`src/rtl/data_packer.sv`:
```
// data_packer: gathers IN_WIDTH-bit input beats into OUT_WIDTH-bit words.
// The first beat of a word goes in the least significant lane. A word is
// emitted when it is full or when a frame-final beat arrives. Unfilled lanes
// are zero, so a zero-padded partial word keeps its population count.
module data_packer #(
    parameter int IN_WIDTH  = 16,
    parameter int OUT_WIDTH = 128
) (
    input  logic                                        clk_i,
    input  logic                                        arst_i,
    input  logic [IN_WIDTH-1:0]                         data_i,
    input  logic                                        data_val_i,
    input  logic                                        data_last_i,
    output logic [OUT_WIDTH-1:0]                        data_o,
    output logic                                        data_val_o,
    output logic [$clog2(OUT_WIDTH/IN_WIDTH):0]         data_beats_o,
    output logic                                        data_last_o
);

    localparam int N       = OUT_WIDTH / IN_WIDTH;
    localparam int CNT_W   = (N > 1) ? $clog2(N) : 1;
    localparam int BEATS_W = $clog2(N) + 1;

    // Reject geometries that cannot be split into at least two whole lanes.
    generate
        if ((OUT_WIDTH % IN_WIDTH) != 0 || N < 2) begin : g_bad_geometry
            $error("data_packer: OUT_WIDTH must be a multiple of IN_WIDTH with at least 2 lanes");
        end
    endgenerate

    // Next lane to fill, the partial word, and the registered output word.
    logic [CNT_W-1:0]     cnt_q,   cnt_d;
    logic [OUT_WIDTH-1:0] buf_q,   buf_d;
    logic [OUT_WIDTH-1:0] word_q,  word_d;
    logic                 val_q,   val_d;
    logic [BEATS_W-1:0]   beats_q, beats_d;
    logic                 last_q,  last_d;

    // Pack buffer with the current beat merged into lane cnt_q. Lanes above
    // cnt_q are still zero because the buffer is cleared whenever a word closes.
    logic [OUT_WIDTH-1:0] fill_word;
    logic                 close_word;

    genvar gi;
    generate
        for (gi = 0; gi < N; gi++) begin : g_lane
            assign fill_word[gi*IN_WIDTH +: IN_WIDTH] =
                (data_val_i && (cnt_q == CNT_W'(gi))) ? data_i
                                                      : buf_q[gi*IN_WIDTH +: IN_WIDTH];
        end
    endgenerate

    assign close_word = data_val_i && ((cnt_q == CNT_W'(N - 1)) || data_last_i);

    // Next-state: advance the lane on each valid beat; on close, publish the
    // word and restart from lane 0 with an empty buffer in the same cycle.
    always_comb begin
        cnt_d   = cnt_q;
        buf_d   = buf_q;
        word_d  = word_q;
        val_d   = 1'b0;
        beats_d = beats_q;
        last_d  = last_q;
        if (data_val_i) begin
            if (close_word) begin
                cnt_d   = '0;
                buf_d   = '0;
                word_d  = fill_word;
                val_d   = 1'b1;
                beats_d = BEATS_W'(cnt_q) + BEATS_W'(1);
                last_d  = data_last_i;
            end else begin
                cnt_d = cnt_q + CNT_W'(1);
                buf_d = fill_word;
            end
        end
    end

    // State and output registers; reset discards any partial word.
    always_ff @(posedge clk_i or posedge arst_i) begin
        if (arst_i) begin
            cnt_q   <= '0;
            buf_q   <= '0;
            word_q  <= '0;
            val_q   <= 1'b0;
            beats_q <= '0;
            last_q  <= 1'b0;
        end else begin
            cnt_q   <= cnt_d;
            buf_q   <= buf_d;
            word_q  <= word_d;
            val_q   <= val_d;
            beats_q <= beats_d;
            last_q  <= last_d;
        end
    end

    assign data_o       = word_q;
    assign data_val_o   = val_q;
    assign data_beats_o = beats_q;
    assign data_last_o  = last_q;

endmodule

```
`config.mk`:
```
export PLATFORM = sky130hd
export DESIGN_NAME = data_packer
export DESIGN_NICKNAME = d
export VERILOG_FILES = /design/src/rtl/data_packer.sv
export SDC_FILE = /design/constraint.sdc
export NUM_CORES = 1
export LEC_CHECK = 0
export ABC_CLOCK_PERIOD_IN_PS = 16100
export CELL_PAD_IN_SITES_DETAIL_PLACEMENT = 0
export CELL_PAD_IN_SITES_GLOBAL_PLACEMENT = 1
export CORE_ASPECT_RATIO = 1.25
export CORE_MARGIN = 5
export CORE_UTILIZATION = 46
export CTS_CLUSTER_DIAMETER = 80
export DETAILED_ROUTE_END_ITERATION = 6
export GPL_ROUTABILITY_DRIVEN = 0
export PLACE_DENSITY = 0.85
export REMOVE_ABC_BUFFERS = 1
export SLEW_MARGIN = 20
export SYNTH_ARGS = -nofsm -noshare
export SYNTH_HDL_FRONTEND = slang
export SYNTH_SLANG_ARGS = --single-unit
export TNS_END_PERCENT = 1
```
`constraint.sdc`:
```
create_clock -name clk_i -period 16.1 [get_ports clk_i]
set_input_delay 4.025 -clock clk_i [delete_from_list [all_inputs] [get_ports clk_i]]
set_output_delay 4.025 -clock clk_i [all_outputs]
set_load 0.05 [all_outputs]
```
; Yosys cells after proc, flatten, opt, wreduce, memory -nomap -nowiden
; Cells that the tools add are included.
; Widths: inputs -> output; s select.
[op_classes]
n_addsub = 2
eq_ne = 7
muxes = 12
reduce_logical = 12
[ops]
columns = op, count
row1 = $mux 128, 1
row2 = $mux 16, 8
row3 = $eq 3x3->1 const B, 4
row4 = $logic_and 1x1->1, 9
row5 = $eq 3x2->1 const B, 2
row6 = $add 3x1->4 const B, 1
row7 = $add 3x1->3 const B, 1
row8 = $eq 3x1->1 const B, 1
row9 = $logic_not 3->1, 1
row10 = $mux 3, 1
row11 = $mux 1, 2
row12 = $reduce_and 2->1, 1
row13 = $logic_or 1x1->1, 1
[word_totals]
register_bits = 265
wordCells = 39

; Depth between registers and ports, before layout
; Gate-level depths: netlist of run 1.
[depth]
ltp_word = 5
depth_mapped = 9
mapped_depth_nobuf = 6

; Worst setup path after synthesis of run 1
; OpenSTA, ideal clock, no wires.
[synth_timing]
path_type = input port to flip-flop
from = input port data_val_i
to = register word_q[79] (netlist: data_o[79])
setup_time_ns = 0.137
arrival_time_ns = 5.002
required_time_ns = 15.963
path_slack_ns = 10.960
stages = 7
cell_sequence = buf_4 buf_6 and3_1 buf_6 buf_12 mux2i_1 a21oi_1
[synth_between]
elab_chain_len = 2
word_cells_on_any_way = 4
[synth_lines]
columns = element, line
row1 = from (decl), 12  ; input logic data_val_i,
row2 = "$logic_and 1x1->1, on equally long branches", "48, 53"
row3 = $mux 16 / $reduce_and 2->1 (equally long branches), n/a
row4 = to (signal assigned), 91  ; word_q <= word_d;
row5 = to (decl), 34  ; logic [OUT_WIDTH-1:0] word_q, word_d;
; Several ways; a longest one is shown, not always the timed one.
; A chain may end at the register's enable or synchronous reset.

; Worst setup path after layout of run 1
[layout_timing]
from = input port data_val_i
to = register word_q[28] (netlist: data_o[28])
; The elaborated chain is that of the path after synthesis.

==> summary.txt, run 1 <==
Run status
  – Status: finished clean

STA
  – Min cycle time layout: 6.48 ns
  – Fin. Hold Viols: 0
  – Worst-margin pin slew: 0.976 ns
  – Fin worst setup slack: 9.62 ns
  – Slew headroom: 35.0%
  – Setup TNS: 0 ns
  – RSZ-0062 raised after global routing: false
  – # setup viols final: 0
  – Fmax: 154 MHz
  – Final worst path period share: 40.3%
  – Worst Skew: 0.0121 ns
  – Max Slew Vio Count: 0

Floorplan
  – CORE AREA: 22200 µm²
  – Starting Density: 46.5%
  – Total Die Area: 25500 µm²
  – # rows: 61
  – Num ports: 154
  – Die Width: 144 µm
  – Die H: 177 µm

Clock network
  – CTS resizes: 0
  – CTS H-tree depth: 1
  – Clk Latency, worst-skew pair: 0.52 ns
  – Clock transition at path regs: 0.06 ns
  – Setup Buffers After CTS: 0
  – Num CTS Buffers: 27
  – Clock Tree Buf Depth: 3
  – Root Driver: clkbuf_16
  – TritonCTS clock tree: yes
  – Post-CTS Hold Buffers: 0
  – CTS Sinks: 265

Route
  – Vias/cell: 5.03
  – Initial DRC Count: 361
  – DRC violations left: 0
  – Routed Antenna Nets: 0
  – DR pass1 iterations: 6
  – WL final: 22.6 mm
  – Vias: 6581
  – Wire per inst: 17.3 µm

Worst hold path
  – Min-Delay Path Depth: 2
  – Hold/Removal Path Class: register to register

Yosys
  – Ys flop type: dfrtp_1
  – Post-synth EDFFs: 0
  – Gate Count Post-Synth: 890
  – Post-Syn Area: 10300 µm²
  – Yosys warnings: 0
  – Sequential area share after synthesis: 64.3%
  – Fraction of registers with async set or reset after synthesis: 100%
  – Syn avg cell area: 11.6 µm²
  – Netlist cell types: 27
  – Yosys reg bits: 265

GRT
  – Overflow after GRT: 0
  – Met2 Usage GRT: 29.5%
  – Initial antenna violation count: 0
  – Grt met1 use: 25.6%
  – Vias in the first global route: 6682
  – Met3 Use GR: 3.15%
  – Largest net degree at the start of global routing: 195
  – Tot GR Track Use: 18.0%
  – First-pass GRT wire length: 36.7 mm
  – GR peak layer: met2

Worst setup path
  – Max incr delay on CP: 0.91 ns
  – CP arrival: 6.93 ns
  – CP cell instances: clkdlybuf4s50_1 > o21ai_4 > inv_8 > buf_4 > nor2_1 > a21oi_1
  – CP startpoint kind: input port
  – Critical path class: input port to register
  – Worst Path Required: 16.54 ns
  – FF-to-FF setup slack: 13.09 ns
  – Crit-path slowest cell: clkdlybuf4s50_1
  – Reg2Reg Depth: 7
  – CP endpoint kind: register
  – Max FO, Critical Path: 194

Power and ir drop
  – PwrDens: 177 nW/µm²
  – Total power: 2.26 mW
  – Worst VDD drop: 0.000123 V
  – Lkg Pwr: 6.00 nW

Layout
  – Layout area overhead: 23.5%
  – Nets: 1031
  – Layout Utilization: 57.4%
  – Fraction of layout instances using a drive strength above 1: 5.66%
  – Diode count: 0

Placement
  – Post-DP HPWL: 13.9 mm
  – Port bufs: 153
  – Pre-CTS setup slack: 9.06 ns

Run
  – Max-cap violations: 0
-- critical path: cells and delay by family --
family,cells,cell delay [ns]
and+or+nand+nor,1,0.08
buffers and inverters,3,2.41
AOI/OAI and AO/OA,2,0.33
-- report_power, final --
part	internal [mW]	switching, mW	leakage (nW)
registers	0.815	0.0746	3.44
clock network	0.347	0.251	0.425
logic	0.254	0.521	2.14
-- cell usage in the layout, fill, tap and decap left out --
| master | n |
|---|---|
| nor2_1 | 192 |
| nand3_1 | 1 |
| clkbuf_8 | 8 |
| nand2_2 | 2 |
| inv_6 | 3 |
| clkinv_2 | 3 |
| o21ai_0 | 36 |
| dfrtp_1 | 265 |
| o21ai_4 | 1 |
| clkbuf_16 | 27 |
| a22o_1 | 17 |
| and3b_2 | 1 |
| ha_1 | 6 |
| and2_1 | 16 |
| nor3_4 | 1 |
| a21oi_1 | 96 |
| inv_1 | 3 |
| o31ai_4 | 1 |
| mux2i_1 | 129 |
| inv_8 | 2 |
| clkbuf_1 | 8 |
| o41ai_1 | 1 |
| clkdlybuf4s50_1 | 153 |
| nand3_2 | 1 |
| nand3b_1 | 1 |
| and3b_1 | 2 |
| nand2_1 | 39 |
| buf_4 | 8 |
| and3_1 | 2 |
-- synth_stat cells, types with 2 or more instances --
| cell | count | area, µm² |
|---|---|---|
| and3b_1 | 3 | 26.3 |
| clkbuf_1 | 24 | 90.1 |
| and2_1 | 16 | 100 |
| ha_1 | 6 | 75.1 |
| buf_6 | 4 | 45.0 |
| o21ai_0 | 36 | 180 |
| mux2i_1 | 129 | 1290 |
| nor2_1 | 192 | 721 |
| buf_4 | 11 | 82.6 |
| dfrtp_1 | 265 | 6630 |
| a21oi_1 | 96 | 480 |
| buf_2 | 28 | 140 |
| inv_1 | 4 | 15.0 |
| nand2_2 | 2 | 12.5 |
| buf_1 | 7 | 26.3 |
| a22o_1 | 17 | 149 |
| nand2_1 | 39 | 146 |
| and3_1 | 2 | 12.5 |
-- state kept, by name, indices dropped and copies added (netlist names) --
name,flops
buf_q,128
cnt_q,3
data_val_o,1
data_beats_o,4
data_o,128
data_last_o,1
-- routing by layer --
layer,part of all wire (%),vias up,wire (µm)
li1,-,3192,-
met1,45,3242,10100
met2,49,126,11100
met3,4.9,21,1120
met4,1.3,0,295
met5,0,-,0
-- area by class of cell --
type	count	area [µm²]
tap	283	354
timing repair buffer	161	1590
sequential	265	6630
clock buffer	43	816
multi-input combinational	545	3280
fill	1892	9460
inverter	5	33.8
clock inverter	6	41.3
-- cell families after synthesis --
| group | synth area share, % |
|---|---|
| multiplexers | 12.5 |
| flip-flops | 64.3 |
| AND/OR/NAND/NOR | 10.2 |
| buffers and inverters | 4.10 |
| AO/OA/AOI/OAI | 8.21 |
| adder cells (fa/ha/maj) | 0.728 |
-- per-stage QoR --
stage               std cells  cell area [µm²]  hold slack (ns)
floorplan                 815             9910            0.453
global placement         1259            11900            0.462
detailed placement       1259            11900            0.470
CTS                      1308            12700            0.484
global route             1308            12700            0.500
finish                   1308            12700            0.477
-- final timing paths --
| check | start | to |
|---|---|---|
| max | data_val_i | data_o[28] |
| min | data_o[49] | data_o[49] |
| max reg2reg | cnt_q[0] | data_o[28] |
| min reg2reg | data_o[49] | data_o[49] |
| max in group asynchronous | arst_i | data_o[44] |
| min in group asynchronous | arst_i | data_val_o |
Power figures use the tool's default switching activity.
==> run 2, diff against run 1 <==
ABC_CLOCK_PERIOD_IN_PS = 6700   (was 16100)
CORE_UTILIZATION = 43   (was 46)
PLACE_DENSITY = 0.8   (was 0.85)
clock period = 6.7 ns   (was 16.1 ns; I/O delays follow)
==> run 2 against run 1 <==
Net effect:
- flip-flop and latch count did not move
- power grew 140%
- die area up 6.5%
- worst hold slack is essentially flat
- largest cell class unchanged
- sequential power up 140%
==> summary.txt, run 2 (synthesized netlist as in run 1, its figures left out) <==
STA
  – Min cycle time layout: 3.98 ns
  – RSZ-0062 raised after global routing: false
  – Fin. Hold Viols: 0 (unchanged)
  – Max Slew Vio Count: 0 (unchanged)
  – # setup viols final: 0 (unchanged)
  – Final worst path period share: 59.4%
  – Worst-margin pin slew: 1.08 ns (+0.105 ns)
  – Fmax: 251 MHz
  – Slew headroom: 28.0% (-7.0 points)
  – Worst Skew: 0.00929 ns (-0.00284 ns)

Worst setup path
  – Crit-path slowest cell: clkdlybuf4s50_1
  – CP startpoint kind: input port
  – CP cell instances: clkdlybuf4s50_1 > o21ai_4 > inv_8 > buf_4 > nor2_1 > a21oi_1
  – CP bufs+invs: 3 (unchanged)
  – Reg2Reg Depth: 7 (unchanged)
  – Worst Path Required: 7.13 ns (-9.41 ns)
  – Max incr delay on CP: 0.90 ns (about the same)
  – Max FO, Critical Path: 199 (+2.6%)
  – Critical path class: input port to register
  – CP endpoint kind: register
  – CP arrival: 4.41 ns (-2.52 ns)
  – Cell depth of the worst setup path: 6 (unchanged)
  – Delay-heaviest family, CP: buffers and inverters

GRT
  – Overflow after GRT: 0 (unchanged)
  – First-pass GRT wire length: 37.5 mm (+2.2%)
  – Vias in the first global route: 6725 (+0.64%)
  – Initial antenna violation count: 0 (unchanged)
  – Largest net degree at the start of global routing: 200 (+2.6%)
  – Tot GR Track Use: 17.1% (-0.94 points)

Placement
  – Post-DP HPWL: 13.8 mm (-0.88%)
  – Port bufs: 153 (unchanged)

Clock network
  – CTS H-tree depth: 1 (unchanged)
  – Post-CTS Hold Buffers: 0 (unchanged)
  – Root Driver: clkbuf_16
  – Clk Latency, worst-skew pair: 0.52 ns (about the same)
  – Setup Buffers After CTS: 0 (unchanged)
  – Clock Tree Buf Depth: 3 (unchanged)
  – CTS Sinks: 265 (unchanged)
  – TritonCTS clock tree: yes
  – CTS resizes: 0 (unchanged)
  – Num CTS Buffers: 26 (-3.7%)
  – Clock transition at path regs: 0.06 ns (about the same)

Route
  – Vias/cell: 4.91 (-2.4%)
  – WL final: 22.9 mm (+1.3%)
  – Routed Antenna Nets: 0 (unchanged)
  – DR pass1 iterations: 4 (-2)
  – Wire per inst: 17.0 µm (-1.5%)
  – Initial DRC Count: 401 (+11%)
  – DRC violations left: 0 (unchanged)
  – Vias: 6607 (+0.40%)

Power and ir drop
  – Total power: 5.41 mW (+140%)
  – Worst VDD drop: 0.000269 V (+120%)
  – PwrDens: 424 nW/µm² (+140%)
  – Lkg Pwr: 5.97 nW (-0.51%)

Run
  – Max-cap violations: 0 (unchanged)

Floorplan
  – # rows: 63 (+3.3%)
  – Num ports: 154 (unchanged)
  – CORE AREA: 23700 µm² (+6.8%)
  – Starting Density: 43.5% (-3.0 points)
  – Die H: 183 µm (+3.2%)
  – Total Die Area: 27200 µm² (+6.5%)
  – Die Width: 149 µm (+3.2%)

Layout
  – Diode count: 0 (unchanged)
  – Fraction of layout instances using a drive strength above 1: 5.39% (-0.27 points)
  – Fill cell count: 2083 (+10%)
  – Commonest non-fill, non-tap cell in the layout: dfrtp_1
  – Layout Utilization: 53.8% (-3.6 points)
  – Most frequent cells in the layout: dfrtp_1, nor2_1, clkdlybuf4s50_1
  – Layout area overhead: 23.7%
  – Nets: 1028 (-0.29%)

Run status
  – Status: finished clean

Worst hold path
  – Min-Delay Path Depth: 2 (unchanged)
  – Hold/Removal Path Class: register to register
run 2: cell count changes in the layout (fill, tap and decap cells not counted), sizes merged:
cell and delta:
buf -2, bufinv +1, inv -3
run 2: worst paths after layout:
| check | from | to | slack, ns |
|---|---|---|---|
| setup / recovery | data_val_i | data_o[35] | 2.72 |
| hold / removal | data_o[117] | data_o[117] | 0.48 |
| setup reg to reg | cnt_q[0] | data_o[35] | 3.84 |
| hold reg to reg | data_o[117] | data_o[117] | 0.48 |
| max in group asynchronous | arst_i | data_o[120] | 3.67 |
| min in group asynchronous | arst_i | data_o[12] | 1.73 |
run 2: per-layer routing:
layer	track usage, %	part of all wire (%)	vias up
met5	0	0	-
met4	4.40	2.0	0
met3	3.63	5.4	31
met2	28.0	48	133
met1	23.4	44	3255
li1	-	-	3188
run 2: report_power, final:
group / leakage [nW] / switching, mW / internal (mW)
registers: 3.44 / 0.169 / 1.96
logic: 2.12 / 1.25 / 0.606
clock network: 0.408 / 0.589 / 0.834
total: 5.97 / 2.01 / 3.40
run 2: per-stage QoR:
| stage | cell area (µm²) | setup slack [ns] | std cells | setup TNS, ns | hold WS [ns] |
|---|---|---|---|---|---|
| after floorplan | 9910 | -2.27 | 815 | -602.06 | 0.453 |
| after global placement | 11900 | 2.41 | 1299 | 0 | 0.461 |
| after detailed placement | 11900 | 2.27 | 1299 | 0 | 0.469 |
| after CTS | 12800 | 2.81 | 1346 | 0 | 0.483 |
| after global routing | 12800 | 2.50 | 1346 | 0 | 0.499 |
| final | 12800 | 2.72 | 1346 | 0 | 0.477 |
run 2: area by class of cell:
| type | instances | area, µm² | area share (%) |
|---|---|---|---|
| clock buffer | 43 | 786 | 6.16 |
| clock inverter | 4 | 45.0 | 0.353 |
| inverter | 5 | 33.8 | 0.265 |
| multi-input combinational | 545 | 3290 | 25.7 |
| sequential | 265 | 6630 | 52.0 |
| tap | 325 | 407 | 3.19 |
| timing repair buffer | 159 | 1580 | 12.4 |
run 2: worst min-delay path, delay by kind of cell, from the launching register on:
| family | cells | cell delay, ns |
|---|---|---|
| and+or+nand+nor | 1 | 0.04 |
| DFF | 1 | 0.34 |
| AOI/OAI and AO/OA | 1 | 0.06 |
